`src/rtl/reg_file_param_pkg.sv`:
```
// Shared definitions for the reg_file_param register file: default sizes,
// stack-pointer adjust encoding and the exchange state machine states.
package reg_file_param_pkg;

  localparam int DEF_DATA_W    = 16;
  localparam int DEF_NUM_REGS  = 8;
  localparam int DEF_BYTE_REGS = 4;
  localparam int DEF_SP_IDX    = 4;

  localparam logic [1:0] SP_NONE  = 2'b00;
  localparam logic [1:0] SP_INC   = 2'b01;
  localparam logic [1:0] SP_DEC   = 2'b10;
  localparam logic [1:0] SP_NONE2 = 2'b11;

  typedef enum logic [1:0] {
    XCHG_IDLE  = 2'd0,
    XCHG_LATCH = 2'd1,
    XCHG_WR_A  = 2'd2,
    XCHG_WR_B  = 2'd3
  } xchg_state_t;

endpackage

```
`src/rtl/reg_file_xchg_fsm.sv`:
```
// Register exchange sequencer: accepts a swap request, latches both operands,
// then takes over the register file write port for two cycles.
module reg_file_xchg_fsm
  import reg_file_param_pkg::*;
#(
  parameter int DATA_W = DEF_DATA_W,
  parameter int AW     = 3
) (
  input  logic              clk,
  input  logic              reset,
  input  logic              xchg_req,
  input  logic              wr_en,
  input  logic [AW-1:0]     xchg_a,
  input  logic [AW-1:0]     xchg_b,
  input  logic [DATA_W-1:0] val_a,
  input  logic [DATA_W-1:0] val_b,
  output logic [AW-1:0]     sel_a,
  output logic [AW-1:0]     sel_b,
  output logic              ov_en,
  output logic [AW-1:0]     ov_addr,
  output logic [DATA_W-1:0] ov_data,
  output logic              xchg_ack,
  output logic              xchg_busy,
  output logic              xchg_done
);

  xchg_state_t       state;
  xchg_state_t       next_state;
  logic              accept;
  logic [AW-1:0]     a_q;
  logic [AW-1:0]     b_q;
  logic [DATA_W-1:0] lat_a;
  logic [DATA_W-1:0] lat_b;

  // A pending user write always wins over a new exchange request.
  assign accept = (state == XCHG_IDLE) && xchg_req && !wr_en;

  always_ff @(posedge clk or posedge reset) begin
    if (reset) begin
      state     <= XCHG_IDLE;
      xchg_ack  <= 1'b0;
      xchg_done <= 1'b0;
      a_q       <= '0;
      b_q       <= '0;
    end else begin
      state     <= next_state;
      xchg_ack  <= accept;
      xchg_done <= (state == XCHG_WR_B);
      if (accept) begin
        a_q <= xchg_a;
        b_q <= xchg_b;
      end
    end
  end

  // Operand snapshot; never observed outside WR_A/WR_B, so left unreset.
  always_ff @(posedge clk) begin
    if (state == XCHG_LATCH) begin
      lat_a <= val_a;
      lat_b <= val_b;
    end
  end

  always_comb begin
    next_state = state;
    case (state)
      XCHG_IDLE:  if (accept) next_state = XCHG_LATCH;
      XCHG_LATCH: next_state = XCHG_WR_A;
      XCHG_WR_A:  next_state = XCHG_WR_B;
      XCHG_WR_B:  next_state = XCHG_IDLE;
      default:    next_state = XCHG_IDLE;
    endcase
  end

  always_comb begin
    xchg_busy = (state != XCHG_IDLE);
    ov_en     = 1'b0;
    ov_addr   = a_q;
    ov_data   = lat_b;
    case (state)
      XCHG_WR_A: ov_en = 1'b1;
      XCHG_WR_B: begin
        ov_en   = 1'b1;
        ov_addr = b_q;
        ov_data = lat_a;
      end
      default: ;
    endcase
  end

  assign sel_a = a_q;
  assign sel_b = b_q;

endmodule

```
`src/rtl/reg_file_param.sv`:
```
// Parameterised register file with byte-writable low registers, a stack
// pointer with +/-2 adjust and a two-register exchange sequencer.
// Optional same-cycle write-to-read bypass: define REG_FILE_BYPASS_EN.
module reg_file_param
  import reg_file_param_pkg::*;
#(
  parameter int DATA_W    = DEF_DATA_W,
  parameter int NUM_REGS  = DEF_NUM_REGS,
  parameter int BYTE_REGS = DEF_BYTE_REGS,
  parameter int SP_IDX    = DEF_SP_IDX
) (
  input  logic                        clk,
  input  logic                        reset,
  input  logic                        wr_en,
  input  logic [$clog2(NUM_REGS)-1:0] wr_addr,
  input  logic [DATA_W-1:0]           wr_data,
  input  logic                        wr_size,
  input  logic                        wr_hi,
  input  logic [$clog2(NUM_REGS)-1:0] rd_addr1,
  input  logic [$clog2(NUM_REGS)-1:0] rd_addr2,
  output logic [DATA_W-1:0]           rd_data1,
  output logic [DATA_W-1:0]           rd_data2,
  input  logic [1:0]                  sp_adj,
  input  logic                        xchg_req,
  input  logic [$clog2(NUM_REGS)-1:0] xchg_a,
  input  logic [$clog2(NUM_REGS)-1:0] xchg_b,
  output logic                        xchg_ack,
  output logic                        xchg_busy,
  output logic                        xchg_done
);

  localparam int AW = $clog2(NUM_REGS);
  localparam int HW = DATA_W / 2;
  localparam logic [AW-1:0] SP_A     = AW'(SP_IDX);
  localparam logic [AW:0]   BYTE_LIM = (AW + 1)'(BYTE_REGS);

  function automatic logic [DATA_W-1:0] merge_write(
    input logic [DATA_W-1:0] old_val,
    input logic [DATA_W-1:0] data,
    input logic              full,
    input logic              hi
  );
    if (full)    return data;
    else if (hi) return {data[HW-1:0], old_val[HW-1:0]};
    else         return {old_val[DATA_W-1:HW], data[HW-1:0]};
  endfunction

  function automatic logic [DATA_W-1:0] sp_step(
    input logic [DATA_W-1:0] cur,
    input logic [1:0]        adj
  );
    case (adj)
      SP_INC:  return cur + DATA_W'(2);
      SP_DEC:  return cur - DATA_W'(2);
      default: return cur;
    endcase
  endfunction

  logic [DATA_W-1:0] regs      [NUM_REGS];
  logic [DATA_W-1:0] next_regs [NUM_REGS];

  logic              ov_en;
  logic [AW-1:0]     ov_addr;
  logic [DATA_W-1:0] ov_data;
  logic [AW-1:0]     sel_a;
  logic [AW-1:0]     sel_b;

  logic              user_we;
  logic              we;
  logic [AW-1:0]     waddr;
  logic [DATA_W-1:0] wdata;
  logic              wfull;
  logic              wp_hit;
  logic [DATA_W-1:0] wp_val;
  logic              sp_go;

  reg_file_xchg_fsm #(
    .DATA_W (DATA_W),
    .AW     (AW)
  ) u_xchg (
    .clk       (clk),
    .reset     (reset),
    .xchg_req  (xchg_req),
    .wr_en     (wr_en),
    .xchg_a    (xchg_a),
    .xchg_b    (xchg_b),
    .val_a     (regs[sel_a]),
    .val_b     (regs[sel_b]),
    .sel_a     (sel_a),
    .sel_b     (sel_b),
    .ov_en     (ov_en),
    .ov_addr   (ov_addr),
    .ov_data   (ov_data),
    .xchg_ack  (xchg_ack),
    .xchg_busy (xchg_busy),
    .xchg_done (xchg_done)
  );

  // The exchange owns the write port while busy; user writes are dropped.
  assign user_we = wr_en && !xchg_busy;
  assign we      = ov_en || user_we;
  assign waddr   = ov_en ? ov_addr : wr_addr;
  assign wdata   = ov_en ? ov_data : wr_data;
  assign wfull   = ov_en || wr_size;
  assign wp_hit  = we && (wfull || ({1'b0, waddr} < BYTE_LIM));
  assign wp_val  = merge_write(regs[waddr], wdata, wfull, wr_hi);

  // Any write aimed at the stack pointer suppresses the adjust that cycle.
  assign sp_go = !xchg_busy && !(we && (waddr == SP_A));

  always_comb begin
    for (int i = 0; i < NUM_REGS; i++) begin
      next_regs[i] = regs[i];
      if (i == SP_IDX && sp_go)
        next_regs[i] = sp_step(regs[i], sp_adj);
      if (wp_hit && (waddr == AW'(i)))
        next_regs[i] = wp_val;
    end
  end

  always_ff @(posedge clk or posedge reset) begin
    if (reset) begin
      for (int i = 0; i < NUM_REGS; i++)
        regs[i] <= '0;
    end else begin
      for (int i = 0; i < NUM_REGS; i++)
        regs[i] <= next_regs[i];
    end
  end

`ifdef REG_FILE_BYPASS_EN
  assign rd_data1 = (wp_hit && (waddr == rd_addr1)) ? wp_val : regs[rd_addr1];
  assign rd_data2 = (wp_hit && (waddr == rd_addr2)) ? wp_val : regs[rd_addr2];
`else
  assign rd_data1 = regs[rd_addr1];
  assign rd_data2 = regs[rd_addr2];
`endif

endmodule

```
`config.mk`:
```
export PLATFORM = sky130hd
export DESIGN_NAME = reg_file_param
export DESIGN_NICKNAME = d
export VERILOG_FILES = /design/src/rtl/reg_file_param_pkg.sv /design/src/rtl/reg_file_xchg_fsm.sv /design/src/rtl/reg_file_param.sv
export SDC_FILE = /design/constraint.sdc
export NUM_CORES = 1
export LEC_CHECK = 0
export ABC_AREA = 1
export CORE_MARGIN = 8
export CORE_UTILIZATION = 35
export DETAILED_ROUTE_END_ITERATION = 10
export DONT_BUFFER_PORTS = 1
export GPL_ROUTABILITY_DRIVEN = 0
export MAX_ROUTING_LAYER = met4
export PLACE_DENSITY = 0.59
export SKIP_LAST_GASP = 1
export SLEW_MARGIN = 0
export SYNTH_ARGS = -nofsm -noshare
export SYNTH_HDL_FRONTEND = slang
export SYNTH_HIERARCHICAL = 1
export SYNTH_SLANG_ARGS = --single-unit
export TNS_END_PERCENT = 100
```
`constraint.sdc`:
```
create_clock -name clk -period 5.4 [get_ports clk]
set_clock_uncertainty 0.05 [all_clocks]
set_input_delay 0.54 -clock clk [delete_from_list [all_inputs] [get_ports clk]]
set_output_delay 0.54 -clock clk [all_outputs]
set_load 0.02 [all_outputs]
```
==> results.cfg <==
[status]
status = finished, violations left
violations = hold timing

[clock_network]
post_cts_buffers = 0
clkTransAtPathRegs_ns = 0.08
cts_resized = 0
cts.path.max_buffers = 2
cts-root-buf = clkbuf_16
cts_tree = built
cts_sinks = 170
clk_latency_ns = 0.46
cts_made_buffers = 17
cts_max_level = 4

[global_routing]
grt_pass1_vias = 13280
grt_max_degree = 102
antenna_found_initial = 3
grt_first_pass_wirelength_um = 85200
grt_overflow = 0
grtUsageTotal_pct = 25.9

[yosys]
synth.area.top_cells = dfrtp_1 (26%), nand2_1 (18%), o21ai_0 (11%), edfxtp_1 (7.2%), a21oi_1 (5.5%)
yosys-top-cells-count = nand2_1 (644), o21ai_0 (293), a21oi_1 (147), dfrtp_1 (138), nand3_1 (136)
synth_edf_count = 32
netlist_instances = 2028
synth.largest_area_cell = dfrtp_1
synth.most_common_cell = nand2_1
syn_area_per_cell_sq_um = 6.54
synthFlopType = dfrtp_1
synth_nets = 2073
synth_area_sq_um = 13300
synth_top_cell_area_share_pct = 26.0
ys_types = 45
ys_seq_area_share_pct = 33.3
ys_ff_latch = 170
yosysWarnings = 6
async_flop_share_pct = 81.2

[place]
dp_hpwl_um = 39100
place.port_buffers = 0

[drt]
ant_nets = 0
via_per_inst = 6.05
wire_per_inst_um = 23.2
drtIter0Drc = 2306
dr.pass1.iters = 7
drt-total-wl_um = 57100
vias = 14908
route.detailed.drc = 0

[sta]
report.final.slew_viol_count = 0
hold_viol_final = 5
rsz0062_at_grt = no
holdWs_ns = -0.0166
post-route-period-util_pct = 81.6
setup_viol = 0
relSlewSlack_pct = 16.7
worst_slew_pin_slew_ns = 1.24
fmax_ghz = 0.227
fin_crit_ns = 4.41
tns_ns = 0

[floorplanning]
core_region_area_sq_um = 37500
die_w_um = 211
fp-row-count = 71
start_util_pct = 35.4
die_y_um = 211
die_area_sq_um = 44400
io_pins = 74

[final_layout]
final_util_pct = 37.4
ff_latch_area_sq_um = 4420
layout.nets = 1982
nFillCells = 4061
multiInputGateArea_sq_um = 7690
layout-drive-gt1-share_pct = 5.85
area_growth_pct = 5.62

[pwr]
power.internal_mw = 4.27
power_switching_mw = 5.85
leakagePower_nw = 6.06
seq_power_share_pct = 27.3
power_frac_comb_pct = 60.4
power_density_nw_per_um2 = 723
power_frac_clock_pct = 12.3
p_sw_share_pct = 57.8
finalPower_mw = 10.1
ir_worst_vdd_uv = 276

[setup_path]
path_max_fanout = 22
end_kind = register
crit_arrival_ns = 4.66
crit_path_start_kind = register
crit_type = reg2reg
required_ns = 5.65

[job]
drv_cap = 0

[worst_hold_path]
min_path_type = in2async
==> power groups by stage <==
stage / Clock (mW) / Combinational (mW) / Sequential [mW]
6_report: 1.24 / 6.12 / 2.76
5_1_grt: 1.29 / 6.62 / 2.81
4_1_cts: 1.24 / 5.90 / 2.71
3_5_place_dp: 0 / 5.88 / 2.73
3_3_place_gp: 0 / 5.79 / 2.72
2_1_floorplan: 0 / 4.28 / 2.44
==> registers in the layout (all words and copies together), names as in the netlist <==
name,cells
u_xchg/xchg_done,1
u_xchg/sel_b,3
u_xchg/lat_a,16
u_xchg/lat_b,16
u_xchg/sel_a,3
u_xchg/xchg_ack,1
u_xchg/state,2
regs,128
==> per-layer routing <==
metal,wire (um),up-vias,global-route usage (%)
met3,8450,123,8.69
met2,22700,1072,34.6
met1,24600,7010,36.7
met5,0,-,-
li1,-,6703,-
met4,1320,0,6.64
==> metrics by stage <==
stage / worst slack, ns / std cells / instance area, sq um / hold WS (ns)
after floorplan: 1.40 / 2028 / 13300 / 0.330
after global placement: 1.23 / 2428 / 13400 / 0.384
after detailed placement: 1.01 / 2428 / 13400 / 0.395
after CTS: 0.983 / 2461 / 14000 / 0.00980
after global routing: 0.633 / 2463 / 14000 / 0.0399
final: 0.994 / 2463 / 14000 / -0.0166
==> critical path, cell delays in order, from the launching register on <==
cell and delay, ns:
dfrtp_1 0.42, ha_1 0.54, or2_1 0.44, o21ai_2 0.77
inv_2 0.37, nor2_1 0.23, inv_2 0.13, nor2_2 0.48
inv_1 0.54, nand2_1 0.17, o21ai_1 0.08
==> layout make-up <==
cell class	instances	share of cell area, %
clock inverters	9	0.634
flip-flops and latches	170	31.5
diodes	2	0.0357
clock buffers	23	3.35
well taps	511	4.56
repair buffers	21	1.14
inverters	141	3.88
multi-input cells	1586	54.9
==> cells by family (layout without fill, tap and decap cells) <==
family	Yosys count	count (layout)	share of synthesized area, %
mux	8	8	0.604
fa+ha+maj	6	6	0.566
other cells	0	2	0
buf+inv	272	194	8.77
xor+xnor	4	4	0.264
compound gates	638	638	26.4
flops	170	170	33.3
simple gates	930	930	30.1
==> placed cells by master, fill, tap and decap left out, types with 3 or more instances in the layout <==
cell type and count:
nand2_8 3, xor2_1 4, clkbuf_16 18, nand3_2 8, clkinv_1 14, o211ai_1 56
inv_1 107, clkbuf_1 5, a22oi_1 8, nor2_8 4, a41oi_1 7, nor2_2 5
a21oi_1 147, nand2_4 8, o21ai_1 49, o21ai_0 293, a31oi_1 64, mux2i_1 8
nand4_1 12, nor2_1 93, clkinvlp_4 3, clkinv_4 3, edfxtp_1 32, dfrtp_1 136
inv_2 16, buf_4 20, a221oi_1 8, ha_1 6, nand2_1 644, nand3_1 136
nand2_2 9
==> final timing paths <==
| kind | start | endpoint | slack [ns] | cells after the start |
|---|---|---|---|---|
| worst max-delay path | u_xchg/state[0] | regs[12] | 0.99 | 10 |
| worst min-delay path | reset | regs[61] | -0.02 | 1 |
| worst max register to register | u_xchg/state[0] | regs[12] | 0.99 | 10 |
| worst min register to register | regs[101] | regs[101] | 0.44 | 2 |
| max in group asynchronous | reset | regs[19] | 3.87 | 2 |
| min in group clk | xchg_b[0] | u_xchg/sel_b[0] | 0.15 | 2 |
==> repair_timing <==
| action | in CTS | in global routing |
|---|---|---|
| hold endpoints to repair | 10 | 0 |
| hold buffers | 1 | 0 |
| setup endpoints to repair | 0 | 0 |
(Power assumes the default switching activity.)
